[config.mk]
export PLATFORM = sky130hd
export DESIGN_NAME = vtdl_mt
export DESIGN_NICKNAME = d
export VERILOG_FILES = /design/src/rtl/vtdl_mt.sv
export SDC_FILE = /design/constraint.sdc
export NUM_CORES = 1
export LEC_CHECK = 0
export CAP_MARGIN = 10
export CORE_MARGIN = 5
export CORE_UTILIZATION = 60
export CTS_CLUSTER_SIZE = 28
export DETAILED_ROUTE_END_ITERATION = 16
export PLACE_DENSITY = 0.92
export SYNTH_ARGS = -nofsm -noshare
export SYNTH_HDL_FRONTEND = slang
export SYNTH_SLANG_ARGS = --single-unit
[constraint.sdc]
create_clock -name clk -period 6.2 [get_ports clk]
set_input_delay 0.62 -clock clk [delete_from_list [all_inputs] [get_ports clk]]
set_output_delay 0.62 -clock clk [all_outputs]
set_load 0.01 [all_outputs]
[src/rtl/vtdl_mt.sv]
// Multi-tap variable delay line on a circular buffer; taps gated by a fill count.
// Latency: taps combinational (OREG=0) or one clk (OREG=1); no backpressure, writes gated by ce.
module vtdl_mt #(
  parameter  int WID  = 8,
  parameter  int DEP  = 16,
  parameter  int NTAP = 2,
  parameter  int OREG = 0,
  localparam int AW   = $clog2(DEP)
) (
  input  logic                 clk,
  input  logic                 rst_n,
  input  logic                 ce,
  input  logic                 clr,
  input  logic [WID-1:0]       d,
  input  logic [NTAP*AW-1:0]   a,
  output logic [NTAP*WID-1:0]  q,
  output logic [NTAP-1:0]      qv,
  output logic [AW:0]          fill,
  output logic                 full
);

  localparam logic [AW:0]   DEPW = (AW+1)'(DEP);
  localparam logic [AW:0]   ONEW = (AW+1)'(1);
  localparam logic [AW-1:0] LAST = AW'(DEP-1);

  logic [WID-1:0]      mem [DEP];
  logic [AW-1:0]       wp;
  logic [AW:0]         cnt;
  logic [NTAP*WID-1:0] qc;
  logic [NTAP-1:0]     qvc;
  logic [AW:0]         ak;
  logic [AW:0]         idx;

  always_ff @(posedge clk or negedge rst_n) begin
    if (!rst_n) begin
      wp  <= '0;
      cnt <= '0;
    end else if (clr) begin
      wp  <= '0;
      cnt <= '0;
    end else if (ce) begin
      wp <= (wp == LAST) ? '0 : wp + AW'(1);
      if (cnt != DEPW)
        cnt <= cnt + ONEW;
    end
  end

  // Array is left unreset; the fill count keeps stale entries hidden.
  always_ff @(posedge clk) begin
    if (ce && !clr)
      mem[wp] <= d;
  end

  always_comb begin
    qc  = '0;
    qvc = '0;
    ak  = '0;
    idx = '0;
    for (int k = 0; k < NTAP; k++) begin
      ak = {1'b0, a[k*AW +: AW]};
      // Tap 0 is the newest sample, so step back one from the write pointer.
      if ({1'b0, wp} > ak)
        idx = {1'b0, wp} - ONEW - ak;
      else
        idx = {1'b0, wp} + DEPW - ONEW - ak;
      qvc[k] = (ak < cnt) && (ak < DEPW);
      if (qvc[k])
        qc[k*WID +: WID] = mem[idx[AW-1:0]];
    end
  end

  generate
    if (OREG != 0) begin : g_oreg
      always_ff @(posedge clk or negedge rst_n) begin
        if (!rst_n) begin
          q  <= '0;
          qv <= '0;
        end else if (clr) begin
          q  <= '0;
          qv <= '0;
        end else begin
          q  <= qc;
          qv <= qvc;
        end
      end
    end else begin : g_comb
      assign q  = qc;
      assign qv = qvc;
    end
  endgenerate

  assign fill = cnt;
  assign full = (cnt == DEPW);

endmodule

* Word level (Yosys, flattened, before mapping)
Memories as Yosys holds them, arrays and structs flattened. Index checks and enable logic that the tools add are counted. Widths: inputs -> output; s select.
Word-level totals: bits in registers 9, RAM bits 128, output and inout bits 24, memories kept 1
Memories:
- mem | depth 16, width 8, rd ports 2, clocked after memory_dff 0, wr ports 1, RTL line 26 | logic [WID-1:0] mem [DEP];
Cells by class: add/sub/neg operators 9, magnitude comparators 4, equal/unequal tests 3, mux-type cells 12, reduce and logical (&&, ||, !) cells 5
Operator list (number):
- $mux 4 | 5
- $mux 8 | 2
- $sub 4x4->4 | 4
- $mux 5 | 3
- $lt 4x5->1 | 2
- $add 4x1->4 const B | 2
- $gt 4x4->1 | 2
- $sub 4x1->4 const B | 2
- $add 5x1->5 const B | 1
- $eq 5x5->1 const B | 1
- $ne 5x5->1 const B | 1
- $eq 4x4->1 const B | 1
- $reduce_bool 2->1 | 2
- $mux 1 | 2
- $reduce_and 2->1 | 1
- $logic_and 1x1->1 | 1
- $logic_not 1->1 | 1

* Depth between registers and ports, before layout
An unclocked memory read counts as a cell.
depth in word-level cells 6, depth in mapped cells 10

* Worst setup path before layout
Ideal clock, no wire load.
path kind register -> output, start reg wp[0], end out q[10], arrival 2786 ps, required time 5580 ps, setup slack 2794 ps, cell stages (with the launch flop) 11, cells stage by stage dfrtp_1 > inv_1 > ha_1 > inv_1 > fa_1 > buf_2 > buf_2 > buf_2 > mux4_2 > a211oi_1 > a211oi_1
On the way: word-level cells in the longest chain between the ends 6, elaborated cells on any way between the ends 9, those cells by class 5 x add/sub; 1 x order compare; 2 x mux; 1 x memory
RTL lines:
- start, declared | RTL line 27 | logic [AW-1:0] wp;
- start signal, assigned | RTL line 42 | wp <= (wp == LAST) ? '0 : wp + AW'(1);
- $add 4x1->4 | RTL line 65 | idx = {1'b0, wp} + DEPW - ONEW - ak;
- $sub 4x1->4 | RTL line 65
- $sub 4x4->4 | RTL line 65
- $mux 4 (*) | RTL line 62 | if ({1'b0, wp} > ak)
- $mem_v2 16x8 (*)
- $mux 8 (*) | RTL line 67 | if (qvc[k])
- end, declared | RTL line 16 | output logic [NTAP*WID-1:0] q,
Mark *: on every way between the ends. The rest lies on a longest branch, timed or not.

* Worst setup path in the final report
start reg wp[0], end out q[12]
Same word-level chain as after synthesis.

==> key figures <==
Placed design
  – Hpwl dp: 10,880 um
  – Setup WS pre-CTS: 1.343 ns
  – Routability cong.: 0.7926
  – Total placed cells including tap cells: 585
  – I/O Buffers: 43

Final layout
  – Fillers: 664
  – Commonest non-fill, non-tap cell in the layout: edfxtp_1
  – ANT cells: 0
  – Nets: 503
  – Layout area overhead: 16.03%
  – Most frequent cells in the layout: 128 x edfxtp_1, 64 x mux4_2, 43 x clkdlybuf4s50_1
  – Layout cells sized above 1: 24.89%
  – Finished Layout Cells: 617

GRT
  – Global Route Usage Sum: 24.43%
  – Global-route wire length before repair: 25,540 um
  – Vias in the first global route: 4,532
  – Initial antenna violation count: 0
  – Largest net degree at the start of global routing: 30
  – Total grt overflow: 0

Pwr
  – VDD IR max: 0.0001979 V
  – Total power: 0.002610 W
  – Leak Pwr: 2.766 nW
  – Power Dens Cells: 318.8 nW/um2

STA
  – Setup-failing EPs final: 0
  – Fmax: 191.8 MHz
  – Shortest period the worst path allows: 5.215 ns
  – Setup TNS: 0 ns
  – Worst slew pin tran: 1.097 ns
  – Final worst path period share: 84.11%
  – Count of pins over their slew limit: 0
  – Relative max-transition margin: 26.56%
  – Worst hold margin: 0.5288 ns
  – RSZ-0062 raised after global routing: no
  – Endpoints failing hold: 0
  – Fin worst setup slack: 0.9850 ns
  – Worst Clk Skew: 0.007101 ns

Floorplan
  – Die width: 118.5 um
  – Row count: 39
  – Die ar.: 14,030 um2
  – Core Footprint: 11,470 um2
  – Chip height: 118.5 um
  – Initial Utilization: 61.54%
  – IO Count: 44

Synthesis
  – Post-synth cell types: 36
  – Mapped Cells: 415
  – Area contributors post-synth: edfxtp_1 54%, mux4_2 20%, ha_1 3.4%, dfrtp_1 3.2%, mux2i_1 2.6%
  – Mapped cell area: 7057 um2
  – Post-Syn Nets: 456
  – Top cell type's share of synthesized area: 54.47%
  – Dominant cell type by area after synthesis: edfxtp_1
  – Synth warnings: 0
  – Seq/Total Area, Yosys: 57.66%
  – Avg Inst Size Synth: 17.00 um2
  – Synthesized flop and latch total: 137

Route
  – Initial DRC count: 532
  – Met3 routed WL: 1585 um
  – Via density: 6.976
  – Post-route ant nets: 0
  – Met1 WL: 5871 um
  – Remaining routing DRC violations: 0
  – Via count: 4,304
  – Max layer used: met4
  – Met2 WL: 8610 um
  – DR WL/cell: 26.65 um
  – Drt pass-1 iters: 5
  – Final WL: 16,450 um

Clocking
  – Clock sinks: 137
  – Clock slew at reported path FFs: 0.05 ns
  – Post-CTS Resized: 0
  – H-tree levels: 4
  – Cts bufs inserted: 17
  – CTS tree: done
  – Root buffer cell: clkbuf_16
  – Clock Tree Buf Depth: 2
  – # hold bufs at CTS: 0
  – Worst-Skew Late Latency: 0.41 ns
  – Setup bufs post-CTS: 0

Critical path
  – Critical Path Fanout Max: 16
  – Startpoint Class: register
  – Worst EP arrival: 4.59 ns
  – R2R depth: 4
  – Crit. End Element: output port
  – R2R Path End: mem[12][7]$_DFFE_PP_
  – Reg2Reg Setup Slack: 3.92 ns
  – Worst r2r src: wp[0]$_DFFE_PN0P_
  – CP Class: reg -> out
  – CP required: 5.58 ns

Min path
  – Hold Crit Class: in -> async

Outcome
  – Outcome: finished, final reports clean

Job
  – Max_cap viols: 0
## worst max-delay path by stage
| stage | start | endpoint | cells past startpoint |
|---|---|---|---|
| floorplan | wp[0]$_DFFE_PN0P_ | q[10] | 10 |
| global placement | a[4] | q[13] | 11 |
| detailed placement | a[0] | q[4] | 9 |
| CTS | wp[0]$_DFFE_PN0P_ | q[12] | 11 |
| global route | wp[0]$_DFFE_PN0P_ | q[12] | 11 |
| finish | wp[0]$_DFFE_PN0P_ | q[12] | 11 |
## critical path: stages (launching register included)
cell             delay [ns]
dfrtp_1                0.54
inv_1                  0.17
ha_1                   0.38
inv_1                  0.11
fa_1                   0.92
buf_4                  0.32
buf_4                  0.30
mux4_2                 0.35
nor2b_1                0.15
a211oi_1               0.33
a211oi_1               0.09
clkdlybuf4s50_1        0.50
## synth_stat cells (all sizes together)
cell,number
o21ai,11
clkbuf,5
dfrtp,9
nand2b,6
and4,1
nand4,3
nand3,2
fa,2
nor2b,10
a211oi,18
xnor2,7
mux4,64
nor3,7
a21oi,12
ha,19
inv,16
mux2,8
xor2,7
edfxtp,128
or3,8
nand3b,1
bufbuf,1
a21o,2
buf,19
nor2,21
nor3b,1
mux2i,18
nand2,8
a21boi,1
## cell type report
cell class | instances | area (um2) | area share [%]
sequential | 137 | 4069 | 49.69
timing repair buffer | 53 | 505.5 | 6.174
clock inverter | 10 | 127.6 | 1.559
inverter | 16 | 60.06 | 0.7335
tap | 143 | 178.9 | 2.185
multi-input combinational | 237 | 2806 | 34.28
clock buffer | 21 | 440.4 | 5.379
## kinds of logic (layout without fill, tap and decap cells)
kind of cell | after synthesis | count (layout) | synth area share, %
fa+ha+maj | 21 | 21 | 3.936
buf+inv | 41 | 100 | 3.032
simple gates | 68 | 68 | 5.142
mux | 90 | 90 | 24.26
flops | 137 | 137 | 57.66
xor+xnor | 14 | 14 | 2.110
compound gates | 44 | 44 | 3.865
## state kept, by name (all words and copies together) (netlist names)
register,cells
wp,4
mem,128
fill,5
## metrics by stage
step                      cell area [um2]  utilization (%)
after floorplan                      7057                -
after global placement               7612            66.38
after detailed placement             7612            66.38
after CTS                            8180            71.34
after global routing                 8188            71.40
final                                8188            71.40
## power by group
| group | internal [W] | switching [W] |
|---|---|---|
| Clock | 0.000624 | 0.000358 |
| Sequential | 0.00102 | 0.00000793 |
| Combinational | 0.000293 | 0.000307 |
| Total | 0.00194 | 0.000673 |
## per-layer routing
metal / GRT usage, % / vias to the layer above
met5: 0 / -
met4: 8.859 / 0
met3: 6.256 / 37
met2: 40.82 / 320
met1: 31.30 / 2176
li1: - / 1771
Note: power is estimated with default switching activity, not from simulation.
